--- src/rtl/hp_bar_control.sv ---
// hp_bar_control: player HP state machine with frame-counted invulnerability and a segmented HP bar overlay
//
// Ports:
//   pclk, rst                      pixel clock, synchronous active-high reset
//   hcount_in/vcount_in/...        upstream VGA stream (position, syncs, blanking, rgb)
//   game_on                        level, high while a game runs
//   player_hit, heal               requests, each acts on its rising edge
//   hcount_out/.../rgb_out         stream delayed one pclk, rgb with the bar overlaid
//   hp, invulnerable, game_over    registered player status
module hp_bar_control #(
  parameter int MAX_HP = 8,
  parameter int HP_W = 4,
  parameter int IFRAME_FRAMES = 60,
  parameter int LOW_HP = 2,
  parameter int BAR_X = 361,
  parameter int BAR_Y = 290,
  parameter int SEG_W = 36,
  parameter int SEG_GAP = 2,
  parameter int SEG_H = 16,
  parameter logic [11:0] BAR_COLOR = 12'h0F0,
  parameter logic [11:0] LOW_COLOR = 12'hF00,
  parameter logic [11:0] OFF_COLOR = 12'h333
) (
  input  logic            pclk,
  input  logic            rst,
  input  logic [11:0]     hcount_in,
  input  logic [11:0]     vcount_in,
  input  logic            hsync_in,
  input  logic            vsync_in,
  input  logic            hblnk_in,
  input  logic            vblnk_in,
  input  logic [11:0]     rgb_in,
  input  logic            game_on,
  input  logic            player_hit,
  input  logic            heal,
  output logic [11:0]     hcount_out,
  output logic [11:0]     vcount_out,
  output logic            hsync_out,
  output logic            vsync_out,
  output logic            hblnk_out,
  output logic            vblnk_out,
  output logic [11:0]     rgb_out,
  output logic [HP_W-1:0] hp,
  output logic            invulnerable,
  output logic            game_over
);
  // at least 3 bits so the blink bit always exists
  localparam int CW = $clog2(IFRAME_FRAMES + 1) < 3 ? 3 : $clog2(IFRAME_FRAMES + 1);
  localparam logic [HP_W-1:0] HP_MAX = HP_W'(MAX_HP);
  localparam logic [HP_W-1:0] HP_LOW = HP_W'(LOW_HP);
  localparam logic [CW-1:0] IFR = CW'(IFRAME_FRAMES);
  localparam logic [11:0] YT = 12'(BAR_Y);
  localparam logic [11:0] YB = 12'(BAR_Y + SEG_H - 1);
  typedef enum logic [1:0] {IDLE, PLAYING, INVULN, DEAD} state_t;
  state_t st;
  logic [CW-1:0] cnt;
  logic hit_q, heal_q, vs_q;
  logic hit_ev, heal_ev, tick, can_heal;
  assign hit_ev = player_hit & ~hit_q;
  assign heal_ev = heal & ~heal_q;
  assign tick = vsync_in & ~vs_q;
  assign can_heal = heal_ev && hp < HP_MAX;
  // an edge seen on the first cycle after reset lands in IDLE and is discarded
  always_ff @(posedge pclk) begin
    if (rst) begin
      st <= IDLE;
      hp <= HP_MAX;
      cnt <= '0;
      invulnerable <= 1'b0;
      game_over <= 1'b0;
      hit_q <= 1'b0;
      heal_q <= 1'b0;
      vs_q <= 1'b0;
    end else begin
      hit_q <= player_hit;
      heal_q <= heal;
      vs_q <= vsync_in;
      if (!game_on) begin
        st <= IDLE;
        hp <= HP_MAX;
        invulnerable <= 1'b0;
        game_over <= 1'b0;
      end else begin
        case (st)
          IDLE: begin
            st <= PLAYING;
            hp <= HP_MAX;
          end
          PLAYING: begin
            if (hit_ev) begin
              if (hp <= HP_W'(1)) begin
                hp <= '0;
                st <= DEAD;
                game_over <= 1'b1;
              end else begin
                hp <= hp - 1'b1;
                cnt <= IFR;
                st <= INVULN;
                invulnerable <= 1'b1;
              end
            end else if (can_heal) hp <= hp + 1'b1;
          end
          INVULN: begin
            if (can_heal) hp <= hp + 1'b1;
            if (tick) begin
              cnt <= cnt - 1'b1;
              if (cnt <= CW'(1)) begin
                st <= PLAYING;
                invulnerable <= 1'b0;
              end
            end
          end
          default: hp <= '0;
        endcase
      end
    end
  end
  logic [MAX_HP-1:0] in_seg, lit_seg;
  logic in_row, on_bar, lit, blink;
  logic [11:0] rgb_n;
  genvar i;
  generate
    for (i = 0; i < MAX_HP; i++) begin : g_seg
      localparam logic [11:0] XL = 12'(BAR_X + i * (SEG_W + SEG_GAP));
      localparam logic [11:0] XR = 12'(BAR_X + i * (SEG_W + SEG_GAP) + SEG_W - 1);
      localparam logic [HP_W-1:0] IDX = HP_W'(i);
      assign in_seg[i] = hcount_in >= XL && hcount_in <= XR;
      assign lit_seg[i] = IDX < hp;
    end
  endgenerate
  assign in_row = vcount_in >= YT && vcount_in <= YB;
  assign on_bar = in_row && |in_seg;
  assign lit = |(in_seg & lit_seg);
  // lit segments flash off during frames where counter bit 2 is set
  assign blink = st == INVULN && cnt[2];
  assign rgb_n = (hblnk_in || vblnk_in) ? 12'h000 :
                 (st == IDLE || !on_bar || (lit && blink)) ? rgb_in :
                 !lit ? OFF_COLOR :
                 hp <= HP_LOW ? LOW_COLOR : BAR_COLOR;
  always_ff @(posedge pclk) begin
    if (rst) begin
      hcount_out <= '0;
      vcount_out <= '0;
      hsync_out <= 1'b0;
      vsync_out <= 1'b0;
      hblnk_out <= 1'b0;
      vblnk_out <= 1'b0;
      rgb_out <= '0;
    end else begin
      hcount_out <= hcount_in;
      vcount_out <= vcount_in;
      hsync_out <= hsync_in;
      vsync_out <= vsync_in;
      hblnk_out <= hblnk_in;
      vblnk_out <= vblnk_in;
      rgb_out <= rgb_n;
    end
  end
endmodule

--- config.mk ---
export PLATFORM = sky130hd
export DESIGN_NAME = hp_bar_control
export DESIGN_NICKNAME = d
export VERILOG_FILES = /design/src/rtl/hp_bar_control.sv
export SDC_FILE = /design/constraint.sdc
export NUM_CORES = 1
export LEC_CHECK = 0
export ABC_AREA = 1
export BUFFER_PORTS_ARGS = -buffer_cell sky130_fd_sc_hd__clkbuf_2
export CORE_MARGIN = 4
export CORE_UTILIZATION = 53
export CTS_BUF_LIST = sky130_fd_sc_hd__clkbuf_2
export CTS_CLUSTER_DIAMETER = 80
export DETAILED_ROUTE_END_ITERATION = 12
export PLACE_DENSITY = 0.83
export SLEW_MARGIN = 20
export SYNTH_ARGS = -nofsm -noshare
export SYNTH_HDL_FRONTEND = slang
export SYNTH_SLANG_ARGS = --single-unit
--- constraint.sdc ---
create_clock -name pclk -period 2.3 [get_ports pclk]
set_input_delay 0.69 -clock pclk [delete_from_list [all_inputs] [get_ports pclk]]
set_output_delay 0.69 -clock pclk [all_outputs]
set_load 0.01 [all_outputs]
## Word level (Yosys, flattened, before mapping)

Cells that the tools add are included.

- Logic and storage cells: 110
- Bits in registers: 56
- Output and inout bits: 46
- Input bits: 45

- Multiplexer cells: 21
- Equal/unequal tests: 6
- $lt $le $gt $ge: 30
- Add/subtract/negate cells: 3
- Bitwise gates (word level): 8
- Reduce and logical (&&, ||, !) cells: 28

Operator list:

| cell | count |
|---|---|
| $ge 12x9->1 const B | 5 |
| $le 12x9->1 const B | 5 |
| $ge 12x10->1 const B | 4 |
| $le 12x10->1 const B | 4 |
| $mux 12 | 3 |
| $mux 6 | 3 |
| $lt 3x4->1 const A | 4 |
| $reduce_or 8->1 | 2 |
| $logic_and 1x1->1 | 13 |
| $mux 4 | 3 |
| $pmux 4 s3 | 1 |
| $pmux 6 s2 | 1 |
| $reduce_and 5->1 | 2 |
| $and 8x8->8 | 1 |
| $lt 1x4->1 const A | 2 |
| $lt 2x4->1 const A | 2 |
| $ne 2x2->1 const B | 4 |
| $le 6x1->1 const B | 1 |
| $mux 2 | 3 |
| $pmux 2 s3 | 1 |
| $sub 6x1->6 const B | 1 |
| $mux 1 | 5 |
| $add 4x1->4 const B | 1 |
| $le 4x1->1 const B | 1 |
| 16 further kinds | 24 |

## Longest topological paths before layout

Gate-level depths: netlist of the first run.

- Depth after elaboration: 8
- Mapped depth: 16
- Depth with buffers taken out: 15

## Worst setup path after synthesis of the first run

OpenSTA, ideal clock, no wires.

- Path type: register to register
- Start: register hp[0]
- End: register cnt[4]
- Cell stages (with the launch flop): 13
- Path buffers: 0
- Library setup time: 0.070 ns
- Period minus slack after synthesis: 2.104 ns
- Path slack: 0.196 ns
- Arrival: 2.034 ns
- Required time: 2.230 ns
- Path through: dfxtp_1 > inv_1 > ha_1 > or2_2 > nand2_1 > nand2_1 > nand2_1 > nand2_1 > nor2_1 > nand2_1 > o21ai_0 > nand2_1 > a21oi_1

- Word-level cells in the longest chain between the ends: 3

RTL lines:

| element | line | RTL |
|---|---|---|
| start, declared | 43 | `output logic [HP_W-1:0] hp,` |
| start signal, assigned | 96 | `hp <= hp - 1'b1;` |
| start signal, assigned | 101 | `end else if (can_heal) hp <= hp + 1'b1;` |
| start signal, assigned | 104 | `if (can_heal) hp <= hp + 1'b1;` |
| $le 4x1->1 | 91 | `if (hp <= HP_W'(1)) begin` |
| $ne 2x2->1 (no source line) | - |  |
| $reduce_and 5->1 (no source line) | - |  |
| end signal, assigned | 106 | `cnt <= cnt - 1'b1;` |
| end, declared | 56 | `logic [CW-1:0] cnt;` |

No other way between the ends.
A chain may end at the register's enable or synchronous reset.

## Worst setup path after layout of the first run

- Start: register hp[1]
- End: register rgb_out[5]

- Word-level cells in the longest chain between the ends: 6
- Elaborated cells between the ends (all ways): 16
- Classes of those cells: order compare: 9; mux: 3; bitwise: 1; reduce/logical: 3

RTL lines:

| element | line | RTL |
|---|---|---|
| $lt 1x4->1, or another cell as far along | 128 | `assign lit_seg[i] = IDX < hp;` |
| $and 8x8->8 | 133 | `assign lit = \|(in_seg & lit_seg);` |
| $reduce_or 8->1 | 133 |  |
| $logic_and 1x1->1 | 137 | `(st == IDLE \|\| !on_bar \|\| (lit && blink)) ? rgb_in :` |
| $logic_or 1x1->1 | 137 |  |
| $mux 12 * | 137 |  |
| end signal, assigned | 156 | `rgb_out <= rgb_n;` |
| end, declared | 42 | `output logic [11:0] rgb_out,` |

Mark *: on every way between the ends. The rest lies on a longest branch, timed or not.

==> results of run 1 <==
## stage by stage
stage | cell area [sq um] | setup TNS, ps | instances | hold WS (ps) | total power, mW
after CTS | 3660 | 0 | 632 | 345 | 1.81
after detailed placement | 3610 | -1100 | 624 | 460 | 1.42
after global routing | 3670 | 0 | 633 | 327 | 1.91
after global placement | 3610 | -873 | 624 | 454 | 1.42
final | 3670 | 0 | 633 | 378 | 1.80
after floorplan | 2850 | 0 | 437 | 457 | 1.26
## area by class of cell
type                            count  area, sq um  area share [%]
Clock buffer                        6         30.0           0.818
Clock inverter                      2         16.3           0.443
Inverter                           70          263            7.16
Multi-Input combinational cell    305         1430            39.1
Sequential cell                    56         1120            30.6
Tap cell                           70         87.6            2.39
Timing Repair Buffer              124          718            19.6
## synthesized netlist by cell type (all sizes together), types with 2 or more instances
cell type,count
nor3,12
o21ai,20
ha,6
nand4,9
nor2,89
o31ai,2
buf,4
a21oi,20
inv,70
or2,3
a211oi,2
a31oi,3
nand2,100
clkbuf,2
nand3,33
dfxtp,56
## logic make-up after synthesis
kind of cell / count (synthesis)
AO/OA/AOI/OAI: 50
XOR/XNOR: 1
adder cells (fa/ha/maj): 6
buffers and inverters: 76
flip-flops: 56
AND/OR/NAND/NOR: 248
## what timing repair did
action | 4_1_cts | 5_1_grt
resized for setup | 0 | 3
endpoints found under the setup margin | 0 | 13
buffers inserted | 0 | 1
## report_power, final
group	switching (mW)	internal (mW)	leakage, nW	total, mW
sequential	0.0188	1.02	0.462	1.04
combinational	0.221	0.152	1.47	0.373
clock	0.306	0.0811	0.0292	0.387
total	0.546	1.25	1.96	1.80
## metal layers
metal / vias up / part of all wire, %
li1: 1623 / -
met1: 1391 / 44
met2: 103 / 48
met3: 17 / 6.2
met4: 0 / 2.0
met5: - / 0
## registers in the layout, indices dropped and copies added, names as in the netlist
signal and count:
cnt 6, hp 4, vblnk_out 1, invulnerable 1, rgb_out 12, heal_q 1
hsync_out 1, st 2, hit_q 1, vcount_out 12, hblnk_out 1, vsync_out 1
hcount_out 12, game_over 1
## worst register-to-register path, delay by kind of cell (launching register included)
| family | cells | cell delay [ps] |
|---|---|---|
| DFF | 1 | 400 |
| AOI/OAI and AO/OA | 1 | 210 |
| adders and majority gates | 1 | 240 |
| buffers and inverters | 4 | 410 |
| and+or+nand+nor | 7 | 730 |
## final timing paths
check / from / slack (ps) / cells past startpoint / endpoint
max: hp[1] / 250 / 13 / rgb_out[5]
min: hsync_in / 380 / 3 / hsync_out
max reg2reg: hp[1] / 250 / 13 / rgb_out[5]
min reg2reg: invulnerable / 490 / 2 / invulnerable
==> metrics.md, run 1 <==
| Metric | Value |
|---|---|
| Diodes inserted | 0 |
| Layout cells sized above 1 | between 20 and 30% |
| Via density | roughly 5.0 |
| Hold Violations, Final | 0 |
| Sequential element share of the synthesized area | 39.4% |
| First-pass GRT wire length | roughly 13000 microns |
| CP arrival | 2450 ps |
| Drt pass-1 iters | 4 |
| DRC violations left | 0 |
| Clock Tree Root | clkbuf_2 |
| Utilization after layout | around 71% |
| Simple-gate area share of the yosys netlist | 37.7% |
| Yosys top cell area share | roughly two fifths |
| Worst vdd ir | 327 uV |
| Initial Utilization | 55.0% |
| Fmax | a little under 0.5 GHz |
| Unrepaired setup endpoints after global routing | false |
| Largest fanout on the critical path | 5 |
| Critical-path top delay cell | dfxtp_2 |
| Post-Synth XOR/XNOR Area | less than 1% |
| Worst path max stage delay | around 400 ps |
| Pre-CTS WS | -125 ps |
| Die span in y | 81.3 microns |
| Crit path cell chain | inv_1 > ha_1 > or2_2 > nand2_1 > buf_4 > nand3_1 > nand2_1 > nor2_2 > buf_4 > a21oi_1 > inv_1 > nor2_2 > nor2_1 |
| Buf/Inv on CP | 4 |
| Mapped Avg Cell Area | between 6 and 7 sq um |
| Netlist cell types | 30 |
| Clock Skew | roughly 25 ps |
| H-tree Lvls | 2 |
| PortBufs | 90 |
| Mux contribution to synthesized area | 0% |
| Largest net degree at the start of global routing | 37 |
| CTS buffer count | 5 |
| Syn nets | about 490 |
| Post-synthesis compound-gate area fraction | under 10% |
| Hold Path Class | primary input to flop |
| Post-synth EDFFs | 0 |
| Max Cap Viol | 0 |
| Die area | between 6000 and 7000 sq um |
| Placer Congestion | between 0.9 and 1 |
| Remaining global-route overflow | 0 |
| Startpoint Class | flop |
| Rel. slew slack | between 60 and 70% |
| Clock Pin Slew Worst Setup and Hold Paths | roughly 280 ps |
| WL final | 7830 microns |
| Ys Warns | 0 |
| # nets final | just over 600 |
| Status | completed |
| Worst-Margin Slew | 494 ps |
| Crit. End Element | flop |
| TritonCTS clock tree | yes |
| Met1 usage | a little under a third |
| Met3 Use GR | under 10% |
| PwrDens | 490 nW/um^2 |
| Fill count | approximately 460 |
| Global routing's busiest layer | met2 |
| Dominant cell type by area after synthesis | dfxtp_1 |
| Area share of fa/ha/maj cells after synthesis | 2.64% |
| Worst setup margin | 251 ps |
| Row count | 26 |
| Initial antenna violation count | 0 |
| Syn-to-layout area delta | 29.0% |
| Core area | just over 5000 sq um |
| Req. time, crit path | 2700 ps |
| Dpl hpwl | around 6400 microns |
| Minimum clock period | ~2000 ps |
| Clock Path Buffers | 2 |
| Largest cells by area after synthesis | dfxtp_1 (39%), nand2_1 (13%), nor2_1 (10%) |
| Post-CTS Hold Buffers | 0 |
| Ys flop type | dfxtp_1 |
| Largest delay share family, worst path | simple AND/OR/NAND/NOR gates |
| Routed length per placed instance | between 10 and 15 microns |
| Antenna viol nets, final | 0 |
| Async SR Flop Fraction | 0% |
| Clock Latency Late Sink | approximately 450 ps |
| Met2 Usage GRT | 42.1% |
| Setup-failing EPs final | 0 |
| Largest family of logic cells by synthesized area | simple AND/OR/NAND/NOR gates |
| Post-synthesis cell area | around 2800 sq um |
| Starting DRT DRC Count | 243 |
| Setup Crit Path Kind | flop to flop |
| CTS Sinks | 56 |
| Pins over their slew limit | 0 |
| GRT Total Usage | 24.6% |
| Commonest cells after routing, fill and taps aside | nand2_1 (96), clkbuf_2 (96), nor2_1 (76) |
| Io pins | 91 |
| Die X | about 80 microns |
| Mapped Cells | 437 |
| Final Cycle Share | approximately nine tenths |
| Vias in the first global route | 2886 |
| Synthesis-stage register bit count | between 50 and 60 |
| Leakage | about 2.0 nW |
| Vias | between 3000 and 4000 |
Power figures use the tool's default switching activity.
==> run 2: changes to the inputs <==
Settings changed: RECOVER_POWER set to 100.
==> metrics.md, run 2 (same netlist as run 1, synthesis figures left out) <==
| Metric | Value |
|---|---|
| Final Cycle Share | approximately nine tenths |
| Setup Crit Path Kind | flop to flop |
| Drt pass-1 iters | 4 |
| Worst Hold End | hsync_out |
| Biggest regs | hcount_out (12), rgb_out (12), vcount_out (12) |
| Vias in the first global route | ~2900 |
| Diodes inserted | 0 |
| Commonest cells after routing, fill and taps aside | nand2_1 (96), clkbuf_2 (95), nor2_1 (76) |
| Power Total | roughly 1.8 mW |
| Syn-to-layout area delta | 28.8% |
| Fill count | 456 |
| Row count | 26 |
| Fmax | around 0.48 GHz |
| TritonCTS clock tree | yes |
| R2r endpoint | cnt[5] |
| Unrepaired setup endpoints after global routing | false |
| Worst-Margin Slew | ~1600 ps |
| Clock Tree Root | clkbuf_2 |
| Initial Utilization | 55.0% |
| Multi-input gate area | between 1000 and 1500 sq um |
| Starting DRT DRC Count | about 220 |
| Req. time, crit path | approximately 2600 ps |
| Remaining global-route overflow | 0 |
| WL final | a little under 8000 microns |
| Final Instance Area | 3670 sq um |
| Crit Reg-Reg Startpoint | hp[1] |
| Core area | 5170 sq um |
| Minimum clock period | roughly 2100 ps |
| PwrDens | 491 nW/um^2 |
| First-pass GRT wire length | about 13000 microns |
| Worst Hold Path Cells | 3 |
| Hold Violations, Final | 0 |
| CTS buffer count | 5 |
| Failing checks | max-capacitance violations, max-slew violations |
| Placer Congestion | 0.923 |
| Placed Cells incl. Taps | 624 |
| Hold WS | about 380 ps |
| DRC violations left | 0 |
| Antenna viol nets, final | 0 |
| Crit. End Element | flop |
| Clock Path Buffers | 2 |
| Worst Reg-to-Reg Cells | 11 |
| Largest fanout on the critical path | 5 |
| Via density | approximately 5 |
| Post-CTS Hold Buffers | 0 |
| Initial antenna violation count | 0 |
| Dpl hpwl | around 6400 microns |
| Max Cap Viol | 1 |
| Rel. slew slack | -7.74% |
| Worst vdd ir | between 300 and 400 uV |
| CP arrival | approximately 2400 ps |
| Origin of the worst min-delay path | hsync_in |
| Die span in y | 81.3 microns |
| Hold Path Class | primary input to flop |
| H-tree Lvls | 2 |
| Io pins | 91 |
| Pre-CTS WS | -125 ps |
| Startpoint Class | flop |
| Largest net degree at the start of global routing | 37 |
| Register area | ~1100 sq um |
| Dpl cell area | around 3600 sq um |
| Worst setup margin | roughly 230 ps |
| Routed length per placed instance | ~12 microns |
| Vias | around 3100 |
| Clock Latency Late Sink | around 450 ps |
| Layout cells sized above 1 | 27.9% |
| Die area | approximately 6600 sq um |
| Status | complete, but fails checks |
| Setup-failing EPs final | 0 |
| Clock Pin Slew Worst Setup and Hold Paths | between 200 and 300 ps |
| PortBufs | 90 |
| Worst R2R Setup Slack | about 230 ps |
| Commonest non-fill, non-tap cell in the layout | nand2_1 |
| # nets final | ~610 |
| GRT Total Usage | between 20% and 30% |
| Clock Skew | 27.9 ps |
| Die X | a little over 80 microns |
| Pins over their slew limit | 37 |
| CTS Sinks | between 50 and 60 |
| Leakage | 1.96 nW |
| Non-Filler Instances | approximately 630 |
-- run 2: repair_timing --
action                     4_1_cts  5_1_grt
setup endpoints to repair        0       13
resized for setup                0        3
setup buffers                    0        1
-- run 2: stage by stage --
step | TNS, ps | util [%]
detailed placement | -1100 | 69.9
floorplan | 0 | -
finish | 0 | 70.9
global route | 0 | 70.9
CTS | 0 | 70.8
global placement | -873 | 69.9
-- run 2: worst max path at each step --
stage | start | endpoint | slack [ps] | depth (start not counted)
2_1_floorplan | hp[0] | cnt[4] | 200 | 12
3_3_place_gp | hcount_in[11] | rgb_out[5] | -100 | 16
3_5_place_dp | hcount_in[10] | rgb_out[6] | -130 | 16
4_1_cts | hp[1] | cnt[4] | 30 | 12
5_1_grt | hp[1] | cnt[5] | 10 | 11
6_report | hp[1] | cnt[5] | 230 | 11
-- run 2: where the power goes --
group	internal, mW	total, mW	switching, mW
registers	1.02	1.04	0.0188
clock network	0.0811	0.388	0.307
logic	0.151	0.373	0.222
-- run 2: critical path, cell delays in order, from the launching register on --
cell and delay [ps]:
dfxtp_2 400, inv_1 90, ha_1 230, or2_2 310, nand2_1 80, nand2_1 70, nand2_1 90, nand2_1 70
nor2_2 150, nand3_1 140, o21ai_0 190, a31oi_1 100
-- run 2: area by class of cell --
cell class                      count  share of cell area, %
Multi-Input combinational cell    305                   39.1
Sequential cell                    56                   30.6
Timing Repair Buffer              124                   19.5
Inverter                           70                   7.17
Tap cell                           70                   2.39
Clock buffer                        6                  0.819
Clock inverter                      2                  0.444
-- run 2: layer usage --
metal / vias to the layer above / part of all wire (%) / global-route usage (%)
li1: 1624 / - / -
met1: 1375 / 44 / 30.9
met5: - / 0 / 0
met2: 105 / 47 / 42.1
met4: 0 / 2.4 / 9.12
met3: 19 / 6.1 / 4.21
==> run 3: changes to the inputs <==
Settings changed: CORE_UTILIZATION 53 to 40, PLACE_DENSITY 0.83 to 0.65.
==> metrics.md, run 3 (same netlist as run 1, synthesis figures left out) <==
| Metric | Value |
|---|---|
| Clock Latency Late Sink | approximately 450 ps |
| Io pins | about 90 |
| Largest net degree at the start of global routing | 37 |
| Largest delay share family, worst path | simple AND/OR/NAND/NOR gates |
| Worst setup margin | about 280 ps |
| PortBufs | 90 |
| Via density | between 4 and 5 |
| Crit path cell chain | inv_1 > ha_1 > or2_2 > nand2_1 > clkbuf_4 > nand3_1 > nand2_1 > nor2_1 > nand2_1 > nand2_1 > nand2_2 > buf_12 > nand2_1 > nor2_1 |
| Sum of negative setup slack | 0 ps |
| Routed length per placed instance | roughly 11 microns |
| Hold Path Class | primary input to flop |
| Die area | 8530 sq um |
| Buf/Inv on CP | 3 |
| CP dominant cell by count | nand2_1 |
| Syn-to-layout area delta | 26.9% |
| Initial Utilization | between 40% and 50% |
| Clock Tree Root | clkbuf_2 |
| Row count | 30 |
| H-tree Lvls | 2 |
| Dpl hpwl | ~6000 microns |
| Non-Filler Instances | 655 |
| Crit. End Element | flop |
| Critical-path top delay cell | dfxtp_1 |
| Layout cells sized above 1 | around a fifth |
| Worst path depth | 14 |
| Largest fanout on the critical path | 12 |
| Worst path max stage delay | around 400 ps |
| Pre-CTS WS | -140 ps |
| Postcts setup bufs | 0 |
| Crit Reg-Reg Startpoint | hp[1] |
| Initial antenna violation count | 0 |
| Vias | a little over 3000 |
| Die span in y | between 90 and 100 microns |
| Clock Skew | around 26 ps |
| Setup-failing EPs final | 0 |
| Status | completed |
| Startpoint Class | flop |
| Vias in the first global route | ~2800 |
| Unrepaired setup endpoints after global routing | false |
| Fmax | between 0.4 and 0.5 GHz |
| Clock Pin Slew Worst Setup and Hold Paths | around 290 ps |
| Diodes inserted | 0 |
| Placer Congestion | between 1 and 1.5 |
| Critical Path Sink | rgb_out[2] |
| GRT Total Usage | between 15 and 20% |
| Pins over their slew limit | 0 |
| Worst-Margin Slew | around 440 ps |
| Hold Violations, Final | 0 |
| Antenna viol nets, final | 0 |
| TritonCTS clock tree | yes |
| Leakage | 1.79 nW |
| Setup Crit Path Kind | flop to flop |
| Biggest regs | hcount_out (12), rgb_out (12), vcount_out (12) |
| Clock Path Buffers | 2 |
| # nets final | slightly above 600 |
| Fill count | ~770 |
| CTS buffer count | 5 |
| R2r endpoint | rgb_out[2] |
| CP arrival | between 2000 and 2500 ps |
| Max Cap Viol | 0 |
| Placed Cells incl. Taps | ~650 |
| Final Cycle Share | around 88% |
| Req. time, crit path | approximately 2700 ps |
| Worst R2R Setup Slack | 280 ps |
| First-pass GRT wire length | about 12000 microns |
| Minimum clock period | approximately 2000 ps |
| Starting DRT DRC Count | 141 |
| Drt pass-1 iters | 5 |
| Worst Reg-to-Reg Cells | 14 |
| Remaining global-route overflow | 0 |
| Rel. slew slack | a little over two thirds |
| Utilization after layout | around 53% |
| PwrDens | 495 nW/um^2 |
| DRC violations left | 0 |
| Die X | 92.4 microns |
| Commonest cells after routing, fill and taps aside | nand2_1 (96), nor2_1 (77), inv_1 (65) |
| CTS Sinks | 56 |
| Commonest non-fill, non-tap cell in the layout | nand2_1 |
| Origin of the worst min-delay path | vcount_in[0] |
| Core area | 6870 sq um |
| Crit. Startpoint | hp[1] |
| Worst vdd ir | about 240 uV |
| WL final | 7360 microns |
| Hold WS | approximately 370 ps |
-- run 3: cell type report --
| cell class | instances | area, sq um | share of cell area [%] |
|---|---|---|---|
| multi-input combinational | 305 | 1430 | 39.6 |
| tap | 96 | 120 | 3.33 |
| inverter | 70 | 263 | 7.28 |
| sequential | 56 | 1120 | 31.0 |
| clock buffer | 5 | 25.0 | 0.693 |
| clock inverter | 3 | 21.3 | 0.589 |
| timing repair buffer | 120 | 629 | 17.4 |
-- run 3: what timing repair did --
| item | CTS | global route |
|---|---|---|
| hold endpoints to repair | 0 | 0 |
| gates resized for setup | 0 | 2 |
| endpoints found under the setup margin | 0 | 3 |
| hold buffers | 0 | 0 |
-- run 3: how the worst min path moves through the flow --
stage,end,slack [ps],cells past startpoint
6_report,vcount_out[0],370,3
5_1_grt,rgb_out[3],320,3
4_1_cts,hsync_out,330,3
3_5_place_dp,invulnerable,460,2
3_3_place_gp,invulnerable,460,2
2_1_floorplan,cnt[4],460,2
-- run 3: worst min-delay path: stages --
cell      delay, ps
clkbuf_2         80
inv_1            40
nor2_1           30
-- run 3: where the power goes --
part	internal, mW	leakage, nW	total [mW]	switching [mW]
sequential	1.02	0.462	1.04	0.0179
combinational	0.139	1.30	0.353	0.213
clock	0.0770	0.0294	0.397	0.320
-- run 3: per-stage QoR --
| stage | area (sq um) | power (mW) |
|---|---|---|
| 2_1_floorplan | 2850 | 1.26 |
| 3_3_place_gp | 3620 | 1.41 |
| 3_5_place_dp | 3620 | 1.42 |
| 4_1_cts | 3670 | 1.82 |
| 5_1_grt | 3610 | 1.91 |
| 6_report | 3610 | 1.79 |
-- run 3: layer usage --
layer | vias up | global-route usage (%) | wire, microns
met5 | - | 0 | 0
met4 | 0 | 5.94 | 142
met3 | 16 | 4.31 | 528
met2 | 98 | 27.9 | 3250
met1 | 1317 | 22.7 | 3440
li1 | 1618 | - | -
